$ cat src/rtl/mcycle_contr_pkg.sv
// rtl/mcycle_contr_pkg.sv - shared opcodes, funct codes, aluop codes and FSM state encoding
package mcycle_contr_pkg;

  // Opcode field values handled by the controller
  localparam logic [5:0] OP_RTYPE = 6'b000000;
  localparam logic [5:0] OP_LW    = 6'b100011;
  localparam logic [5:0] OP_SW    = 6'b101011;
  localparam logic [5:0] OP_BEQ   = 6'b000100;
  localparam logic [5:0] OP_ADDI  = 6'b001000;
  localparam logic [5:0] OP_J     = 6'b000010;

  // R-type funct field values
  localparam logic [5:0] FN_ADD = 6'b100000;
  localparam logic [5:0] FN_SUB = 6'b100010;
  localparam logic [5:0] FN_AND = 6'b100100;
  localparam logic [5:0] FN_OR  = 6'b100101;
  localparam logic [5:0] FN_SLT = 6'b101010;

  // aluop: what the main controller asks of the ALU decoder
  localparam logic [1:0] ALUOP_ADD   = 2'b00;
  localparam logic [1:0] ALUOP_SUB   = 2'b01;
  localparam logic [1:0] ALUOP_FUNCT = 2'b10;

  // alu_c encoding shared with the single-cycle datapath
  localparam logic [3:0] ALU_AND = 4'b0000;
  localparam logic [3:0] ALU_OR  = 4'b0001;
  localparam logic [3:0] ALU_ADD = 4'b0010;
  localparam logic [3:0] ALU_SUB = 4'b0110;
  localparam logic [3:0] ALU_SLT = 4'b0111;

  typedef enum logic [3:0] {
    S_FETCH, S_DECODE, S_MEMADR, S_MEMRD, S_MEMWB, S_MEMWR,
    S_EXEC, S_ALUWB, S_BRANCH, S_ADDIEX, S_ADDIWB, S_JUMP
  } state_t;

endpackage

$ cat src/rtl/mcycle_contr_aludec.sv
// rtl/mcycle_contr_aludec.sv - ALU decoder: aluop + funct -> alu_c
//   i_aluop : 00 add, 01 sub, 10 decode funct
//   i_funct : R-type funct field
//   o_alu_c : ALU operation select
module mcycle_contr_aludec
  import mcycle_contr_pkg::*;
(
  input  logic [1:0] i_aluop,
  input  logic [5:0] i_funct,
  output logic [3:0] o_alu_c
);

  always_comb begin
    o_alu_c = ALU_ADD;
    case (i_aluop)
      ALUOP_ADD: o_alu_c = ALU_ADD;
      ALUOP_SUB: o_alu_c = ALU_SUB;
      ALUOP_FUNCT: begin
        case (i_funct)
          FN_ADD:  o_alu_c = ALU_ADD;
          FN_SUB:  o_alu_c = ALU_SUB;
          FN_AND:  o_alu_c = ALU_AND;
          FN_OR:   o_alu_c = ALU_OR;
          FN_SLT:  o_alu_c = ALU_SLT;
          default: o_alu_c = ALU_ADD;
        endcase
      end
      default: o_alu_c = ALU_ADD;
    endcase
  end

endmodule

$ cat src/rtl/mcycle_contr.sv
// rtl/mcycle_contr.sv - multi-cycle MIPS-subset controller FSM with memory handshake
//   in : clk, rst_n (async, active-low), op_c, funct, zero, mem_rdy
//   out: mem_req, iord_c, mw_c, ir_we, pc_we, we_c, dest_reg_c, ext_c,
//        alusrca_c, alusrcb_c, result_c, pc_next_c, alu_c,
//        illegal_op (sticky), instr_cnt (retired instructions)
module mcycle_contr
  import mcycle_contr_pkg::*;
(
  input  logic        clk,
  input  logic        rst_n,
  input  logic [5:0]  op_c,
  input  logic [5:0]  funct,
  input  logic        zero,
  input  logic        mem_rdy,
  output logic        mem_req,
  output logic        iord_c,
  output logic        mw_c,
  output logic        ir_we,
  output logic        pc_we,
  output logic        we_c,
  output logic        dest_reg_c,
  output logic        ext_c,
  output logic        alusrca_c,
  output logic [1:0]  alusrcb_c,
  output logic [1:0]  result_c,
  output logic [1:0]  pc_next_c,
  output logic [3:0]  alu_c,
  output logic        illegal_op,
  output logic [31:0] instr_cnt
);

  state_t      r_state;
  state_t      w_state_nxt;
  logic [1:0]  w_aluop;
  logic        w_illegal_set;
  logic        w_retire;
  logic        r_illegal_op;
  logic [31:0] r_instr_cnt;
  logic [31:0] w_instr_cnt_nxt;

  mcycle_contr_aludec u_aludec (
    .i_aluop (w_aluop),
    .i_funct (funct),
    .o_alu_c (alu_c)
  );

  always_ff @(posedge clk or negedge rst_n) begin
    if (!rst_n) begin
      r_state      <= S_FETCH;
      r_illegal_op <= 1'b0;
      r_instr_cnt  <= 32'd0;
    end else begin
      r_state     <= w_state_nxt;
      r_instr_cnt <= w_instr_cnt_nxt;
      if (w_illegal_set) begin
        r_illegal_op <= 1'b1;
      end
    end
  end

  // Counter next value kept as a separate net so it can be preloaded for wrap tests
  assign w_instr_cnt_nxt = r_instr_cnt + {31'd0, w_retire};
  assign instr_cnt       = r_instr_cnt;
  assign illegal_op      = r_illegal_op;

  always_comb begin
    w_state_nxt   = r_state;
    w_aluop       = ALUOP_ADD;
    w_illegal_set = 1'b0;
    w_retire      = 1'b0;
    mem_req       = 1'b0;
    iord_c        = 1'b0;
    mw_c          = 1'b0;
    ir_we         = 1'b0;
    pc_we         = 1'b0;
    we_c          = 1'b0;
    dest_reg_c    = 1'b0;
    ext_c         = 1'b0;
    alusrca_c     = 1'b0;
    alusrcb_c     = 2'b00;
    result_c      = 2'b00;
    pc_next_c     = 2'b00;
    // Reset holds FETCH, so strobes are gated here to keep mem_req low during reset
    if (rst_n) begin
      case (r_state)
        S_FETCH: begin
          mem_req   = 1'b1;
          alusrcb_c = 2'b01;
          if (mem_rdy) begin
            ir_we       = 1'b1;
            pc_we       = 1'b1;
            w_state_nxt = S_DECODE;
          end
        end
        S_DECODE: begin
          alusrcb_c = 2'b11;
          case (op_c)
            OP_RTYPE:     w_state_nxt = S_EXEC;
            OP_LW, OP_SW: w_state_nxt = S_MEMADR;
            OP_BEQ:       w_state_nxt = S_BRANCH;
            OP_ADDI:      w_state_nxt = S_ADDIEX;
            OP_J:         w_state_nxt = S_JUMP;
            default: begin
              w_state_nxt   = S_FETCH;
              w_illegal_set = 1'b1;
            end
          endcase
        end
        S_MEMADR: begin
          alusrca_c   = 1'b1;
          alusrcb_c   = 2'b10;
          ext_c       = 1'b1;
          w_state_nxt = (op_c == OP_SW) ? S_MEMWR : S_MEMRD;
        end
        S_MEMRD: begin
          mem_req = 1'b1;
          iord_c  = 1'b1;
          if (mem_rdy) w_state_nxt = S_MEMWB;
        end
        S_MEMWB: begin
          we_c        = 1'b1;
          result_c    = 2'b01;
          w_retire    = 1'b1;
          w_state_nxt = S_FETCH;
        end
        S_MEMWR: begin
          mem_req = 1'b1;
          iord_c  = 1'b1;
          mw_c    = 1'b1;
          if (mem_rdy) begin
            w_retire    = 1'b1;
            w_state_nxt = S_FETCH;
          end
        end
        S_EXEC: begin
          alusrca_c   = 1'b1;
          w_aluop     = ALUOP_FUNCT;
          w_state_nxt = S_ALUWB;
        end
        S_ALUWB: begin
          we_c        = 1'b1;
          dest_reg_c  = 1'b1;
          w_retire    = 1'b1;
          w_state_nxt = S_FETCH;
        end
        S_BRANCH: begin
          alusrca_c   = 1'b1;
          w_aluop     = ALUOP_SUB;
          pc_next_c   = 2'b01;
          pc_we       = zero;
          w_retire    = 1'b1;
          w_state_nxt = S_FETCH;
        end
        S_ADDIEX: begin
          alusrca_c   = 1'b1;
          alusrcb_c   = 2'b10;
          ext_c       = 1'b1;
          w_state_nxt = S_ADDIWB;
        end
        S_ADDIWB: begin
          we_c        = 1'b1;
          w_retire    = 1'b1;
          w_state_nxt = S_FETCH;
        end
        S_JUMP: begin
          pc_next_c   = 2'b10;
          pc_we       = 1'b1;
          w_retire    = 1'b1;
          w_state_nxt = S_FETCH;
        end
        default: w_state_nxt = S_FETCH;
      endcase
    end
  end

endmodule

$ cat config.mk
export PLATFORM = sky130hd
export DESIGN_NAME = mcycle_contr
export DESIGN_NICKNAME = d
export VERILOG_FILES = /design/src/rtl/mcycle_contr_pkg.sv /design/src/rtl/mcycle_contr_aludec.sv /design/src/rtl/mcycle_contr.sv
export SDC_FILE = /design/constraint.sdc
export NUM_CORES = 1
export LEC_CHECK = 0
export ABC_AREA = 1
export CAP_MARGIN = 20
export CORE_MARGIN = 5
export CORE_UTILIZATION = 25
export DETAILED_ROUTE_END_ITERATION = 12
export SLEW_MARGIN = 40
export SYNTH_ARGS = -nofsm -noshare
export SYNTH_HDL_FRONTEND = slang
export SYNTH_HIERARCHICAL = 1
export SYNTH_SLANG_ARGS = --single-unit
$ cat constraint.sdc
create_clock -name clk -period 2.86 [get_ports clk]
set_input_delay 0.429 -clock clk [delete_from_list [all_inputs] [get_ports clk]]
set_output_delay 0.429 -clock clk [all_outputs]
set_load 0.03 [all_outputs]
== Yosys cells after proc, flatten, opt, wreduce, memory -nomap -nowiden ==
Index checks and enable logic that the tools add are counted.
Cells by class
  multiplexer cells: 40
  reduce and logical (&&, ||, !) cells: 11
  eq/ne operators: 25
  add/subtract/negate cells: 1
Operators with widths (count)
  6-bit equality test, second input constant: 6
  32-bit by 1-bit adder with 32-bit output: 1
  4-bit one-hot mux with 7 select lines: 1
  1-bit two-way mux: 24
  4-bit one-hot mux with 5 select lines: 1
  4-bit by 3-bit equality test with 1-bit output, second input constant: 4
  4-bit equality test, second input constant: 4
  4-bit two-way mux: 3
  3-bit one-hot mux with 4 select lines: 1
  4-bit by 2-bit equality test with 1-bit output, second input constant: 2
  2-bit one-hot mux with 2 select lines: 2
  4-bit one-hot mux with 2 select lines: 1
  6-bit by 2-bit equality test with 1-bit output, second input constant: 1
  6-bit by 3-bit equality test with 1-bit output, second input constant: 1
  6-bit by 4-bit equality test with 1-bit output, second input constant: 1
  6-bit logical NOT: 1
  2-bit two-way mux: 3
  2-bit inequality test, second input constant: 3
  2-bit one-hot mux with 3 select lines: 1
  2-bit OR reduction: 3
  3-bit OR reduction: 2
  6-bit OR reduction: 1
  5-bit OR reduction: 1
  4-bit by 1-bit equality test with 1-bit output, second input constant: 1
  8 further kinds: 8
Storage, ports and cells
  input bits: 16
  logic and storage cells: 80
  output and inout port bits: 52
  register bits: 37

== Depth between registers and ports, before layout ==
  word-level depth: 5
  depth in mapped cells: 16
  gate-level depth less buffers: 15

== Cells and area by module ==
Netlist, hierarchy kept.
By module, submodules not included
  mcycle_contr: times used 1, area an instance 2384.8 µm², sequential area each 925.9 µm², cells each 347
  mcycle_contr_aludec: times used 1, area an instance 185.2 µm², sequential area each 0.0 µm², cells each 39

== Least setup slack after synthesis ==
Ideal clock, no wire load.
  kind: input port to output port
  from: in rst_n
  to: out alu_c[0]
  data arrival time: 2.069 ns
  path buffers: 1
  stages: 7
  required time: 2.431 ns
  setup slack: 0.362 ns
  cell sequence: inv_1 clkbuf_1 nor4_1 inv_1 ha_1 or2_1 a21oi_1
Between the ends
  cells in the longest elaborated chain, start to end: 3
  elaborated cells between the ends (all ways): 4
  those cells by class: eq/ne (2); mux (2)
RTL lines
  start, declared: line mcycle_contr.sv:10  | input logic rst_n,
  2-bit two-way mux (*): line mcycle_contr.sv:84  | if (rst_n) begin
  named net w_aluop[0]: line mcycle_contr.sv:34  | logic [1:0] w_aluop;
  2-bit equality test or 2-bit by 1-bit equality test with 1-bit output (tied branches): line mcycle_contr_aludec.sv:15  | case (i_aluop)
  4-bit one-hot mux with 2 select lines (*): line mcycle_contr_aludec.sv:15
  end, declared: line mcycle_contr.sv:27  | output logic [3:0] alu_c,
Mark *: on every way through the listed nets, which the timed path passes. The rest lies on a longest branch.

== Final worst setup path ==
  from: reg r_state[0]
  to: out alu_c[0]
Between the ends
  cells in the longest elaborated chain, start to end: 5
  elaborated cells between the ends (all ways): 7
  those cells by class: eq/ne (4); mux (3)
RTL lines
  start, declared: line mcycle_contr.sv:32  | state_t r_state;
  start signal, assigned: line mcycle_contr.sv:53  | r_state <= w_state_nxt;
  4-bit equality test or 4-bit by 3-bit equality test with 1-bit output (tied branches): line mcycle_contr.sv:85  | case (r_state)
  2-bit one-hot mux with 2 select lines (*): line mcycle_contr.sv:85
  2-bit two-way mux (*): line mcycle_contr.sv:84
  named net w_aluop[1]: line mcycle_contr.sv:34
  2-bit equality test or 2-bit by 1-bit equality test with 1-bit output (tied branches): line mcycle_contr_aludec.sv:15
  4-bit one-hot mux with 2 select lines (*): line mcycle_contr_aludec.sv:15
Marked as above.

==> metrics.txt <==
routing usage on met3=between 2 and 2.5%; 1st-iter DRT viols=around 140; # setup viols final=0; number of nets in the synthesized netlist=406; kind of start point of the critical path=flip-flop; root buffer cell=sky130_fd_sc_hd__clkbuf_8; Design Power=roughly 1.6 mW; final worst path period share=between 90 and 100%; combinational family with the most area after synthesis=simple AND/OR/NAND/NOR gates; area of the mapped netlist=about 2600 µm²; critical path required time=between 2000 and 2500 ps; quantity of I/O buffers inserted on ports=65; final setup skew=about 4.3 ps; met1 layer usage reported by global route=roughly 15%; global route hottest layer=met2; Clock H-tree levels=2; first-pass GRT wire length=around 12000 µm; total DRC errors in the routed layout=0; Die Footprint=between 10000 and 15000 µm²; run status=finished clean; gate count of the mapped netlist=between 300 and 400; pre-CTS setup slack=150 ps; top-level port count=68; number of global-route vias before repair=~2600; path class of the lowest-slack min-delay path=input pin to asynchronous set/reset pin; Tmin final=between 2000 and 3000 ps; Clock Sink Count=37; global route overflow=0; clock tree from TritonCTS=built; clk slew on worst S/H paths=70 ps; Post-CTS Setup Inserts=0; endpoint type of the worst setup path=primary output; routed wire length=around 7000 µm; Tot GR Track Use=11.6%; Final Hold Violating Endpoints=0; gp weighted congestion=a little under 0.9; met2 Use GR=19.3%; post-synthesis sequential element count=37; leakage power=~1.6 nW; post-route setup TNS=0 ps; highest clock frequency the design can meet=between 300 and 400 MHz; critical path arrival=roughly 2200 ps; Synthesis Warnings=6; share of synthesized area spent on multiplexers=0%; number of cell rows=37; number of buffers created by CTS=5; post-synthesis to final-layout area growth=34.2%; area taken by flip-flops and latches=just over 900 µm²; adder and majority gate portion of the synthesized area=between 1.5 and 2%; antenna fix cells=0; clock network latency to the later pin of the worst-skew pair=290 ps; number of slew-limit violations in the final report=0; DRT Pass-1 Iters=4; Antenna Violating Nets Remaining=0; beginning of the critical path=r_state[0]$_DFFE_PN0P_; synthesized-area fraction occupied by xor and xnor cells=approximately 5.5%; total number of nets in the final design=roughly 480; fin util=33.9%; # resized after CTS=1; IR Drop Worst-Case VDD=~260 µV; maxcap violations=0; part of the Yosys area used for sequential elements=a little over a third; P per Cell Area=478 nW/µm²; number of fill cells in the layout=approximately 1100; Tightest Pin Transition=522 ps; Post-CTS Hold Fix Bufs=0; initial antenna violation count=0; count of distinct cell types in the synthesized netlist=30; ratio of cells with drive above 1 in the final layout=9.43%; post-synthesis average cell area=6.66 µm²; starting density of the core=about a quarter; total area of multi-input combinational cells=roughly 1400 µm²; largest driver fanout on the critical path=8; HPWL after detailed placement=between 5000 and 6000 µm; pin count of the biggest net entering global routing=between 40 and 50; CP Class=flip-flop to primary output; final worst-path setup slack=222 ps; hold slack final=~240 ps; unrepaired setup endpoints after global routing=false; height of the die=between 100 and 150 µm; routed vias/inst=approximately 4.3; area inside the core boundary=between 10000 and 15000 µm²; Compound-Gate Fraction of Synth Area=between 3 and 4%; maximum buffer depth of the clock tree=2; simple-gate area share of the yosys netlist=~44%; routed len/inst=about 12 µm; die outline width=111 µm; Reg-to-Reg Start=r_state[1]$_DFFE_PN0P_; relative slew slack=between 60 and 70%; number of vias in the routed layout=2572
[final cells by class]
class	count	share of cell area [%]
Clock buffer	7	2.79
Clock inverter	1	0.145
Inverter	53	5.77
Multi-Input combinational cell	291	40.9
Sequential cell	37	26.8
Tap cell	136	4.93
Timing Repair Buffer	67	18.6
[per-stage QoR]
step	cells	instance area, µm²
2_1_floorplan	386	2570
3_3_place_gp	584	3350
3_5_place_dp	584	3350
4_1_cts	592	3450
5_1_grt	592	3450
6_report	592	3450
[synth_stat cells]
library cell / number / area share (%)
sky130_fd_sc_hd__nor4_1: 2 / 0.49
sky130_fd_sc_hd__or2_1: 1 / 0.24
sky130_fd_sc_hd__clkbuf_2: 1 / 0.19
sky130_fd_sc_hd__nor3_1: 10 / 1.9
sky130_fd_sc_hd__buf_6: 1 / 0.44
sky130_fd_sc_hd__buf_4: 2 / 0.58
sky130_fd_sc_hd__nor2_1: 61 / 8.9
sky130_fd_sc_hd__dfrtp_1: 37 / 36
sky130_fd_sc_hd__nand3_1: 27 / 5.3
sky130_fd_sc_hd__inv_2: 1 / 0.15
sky130_fd_sc_hd__a21oi_2: 1 / 0.34
sky130_fd_sc_hd__o21ai_0: 6 / 1.2
sky130_fd_sc_hd__inv_1: 52 / 7.6
sky130_fd_sc_hd__nand4_1: 4 / 0.97
sky130_fd_sc_hd__a31oi_1: 1 / 0.24
sky130_fd_sc_hd__nor2_4: 3 / 1.3
sky130_fd_sc_hd__o21ai_2: 1 / 0.34
sky130_fd_sc_hd__conb_1: 2 / 0.29
sky130_fd_sc_hd__clkbuf_1: 1 / 0.15
sky130_fd_sc_hd__ha_1: 4 / 1.9
sky130_fd_sc_hd__nand2_2: 3 / 0.73
sky130_fd_sc_hd__xor2_1: 13 / 4.4
sky130_fd_sc_hd__a21oi_1: 5 / 0.97
sky130_fd_sc_hd__nand3_2: 2 / 0.78
sky130_fd_sc_hd__nand3b_1: 8 / 2.3
sky130_fd_sc_hd__nand2_1: 123 / 18
sky130_fd_sc_hd__nor3_2: 3 / 1.2
sky130_fd_sc_hd__xnor2_1: 3 / 1.0
sky130_fd_sc_hd__nor2_2: 7 / 1.7
sky130_fd_sc_hd__o31ai_1: 1 / 0.29
[registers in the layout, indices dropped and copies added (netlist names)]
signal and cells:
instr_cnt 32, r_state 4, illegal_op 1
[worst max-delay path, stage by stage (launching register included)]
cell and delay [ps]:
sky130_fd_sc_hd__dfrtp_1 450, sky130_fd_sc_hd__inv_1 100, sky130_fd_sc_hd__nand2_1 90, sky130_fd_sc_hd__nor3_2 190, sky130_fd_sc_hd__inv_1 80, sky130_fd_sc_hd__nor2_1 180, sky130_fd_sc_hd__ha_1 290, sky130_fd_sc_hd__or2_1 230
sky130_fd_sc_hd__a21oi_1 110, sky130_fd_sc_hd__buf_4 170
[power breakdown]
group,switching (mW),internal (mW),leakage [nW]
logic,0.403,0.221,1.06
clock network,0.185,0.218,0.0542
registers,0.0589,0.565,0.490
[per-layer routing]
metal	vias to the layer above	share of wire, %
met2	41	47
met5	-	0
met3	9	3.8
li1	1335	-
met1	1187	48
met4	0	1.5
[cell families (layout without fill, tap and decap cells)]
group                    Yosys count  after routing
other                              2              2
flip-flops                        37             37
adder cells (fa/ha/maj)            4              4
AND/OR/NAND/NOR                  254            254
buffers and inverters             58            128
AO/OA/AOI/OAI                     15             15
XOR/XNOR                          16             16
[cell usage in the layout, fill, tap and decap left out, types with 4 or more instances in the layout]
master	synthesis	layout
sky130_fd_sc_hd__nand3_1	27	27
sky130_fd_sc_hd__ha_1	4	4
sky130_fd_sc_hd__nand3b_1	8	8
sky130_fd_sc_hd__nor2_2	7	7
sky130_fd_sc_hd__o21ai_0	6	6
sky130_fd_sc_hd__clkbuf_8	0	7
sky130_fd_sc_hd__nand4_1	4	4
sky130_fd_sc_hd__nand2_1	123	123
sky130_fd_sc_hd__inv_1	52	52
sky130_fd_sc_hd__xor2_1	13	13
sky130_fd_sc_hd__buf_4	2	11
sky130_fd_sc_hd__clkdlybuf4s50_1	0	53
sky130_fd_sc_hd__a21oi_1	5	5
sky130_fd_sc_hd__dfrtp_1	37	37
sky130_fd_sc_hd__nor3_1	10	10
sky130_fd_sc_hd__nor2_1	61	61
[path summary, 6_finish.rpt]
| kind | endpoint | slack (ps) | cells after the start |
|---|---|---|---|
| worst max-delay path | alu_c[0] | 220 | 9 |
| worst min-delay path | instr_cnt[21]$_DFF_PN0_ | 240 | 2 |
| worst max register to register | instr_cnt[22]$_DFF_PN0_ | 410 | 14 |
| worst min register to register | illegal_op$_DFFE_PN0P_ | 490 | 2 |
| max in group asynchronous | instr_cnt[6]$_DFF_PN0_ | 2250 | 2 |
| min in group clk | illegal_op$_DFFE_PN0P_ | 490 | 2 |
(Power assumes the default switching activity.)
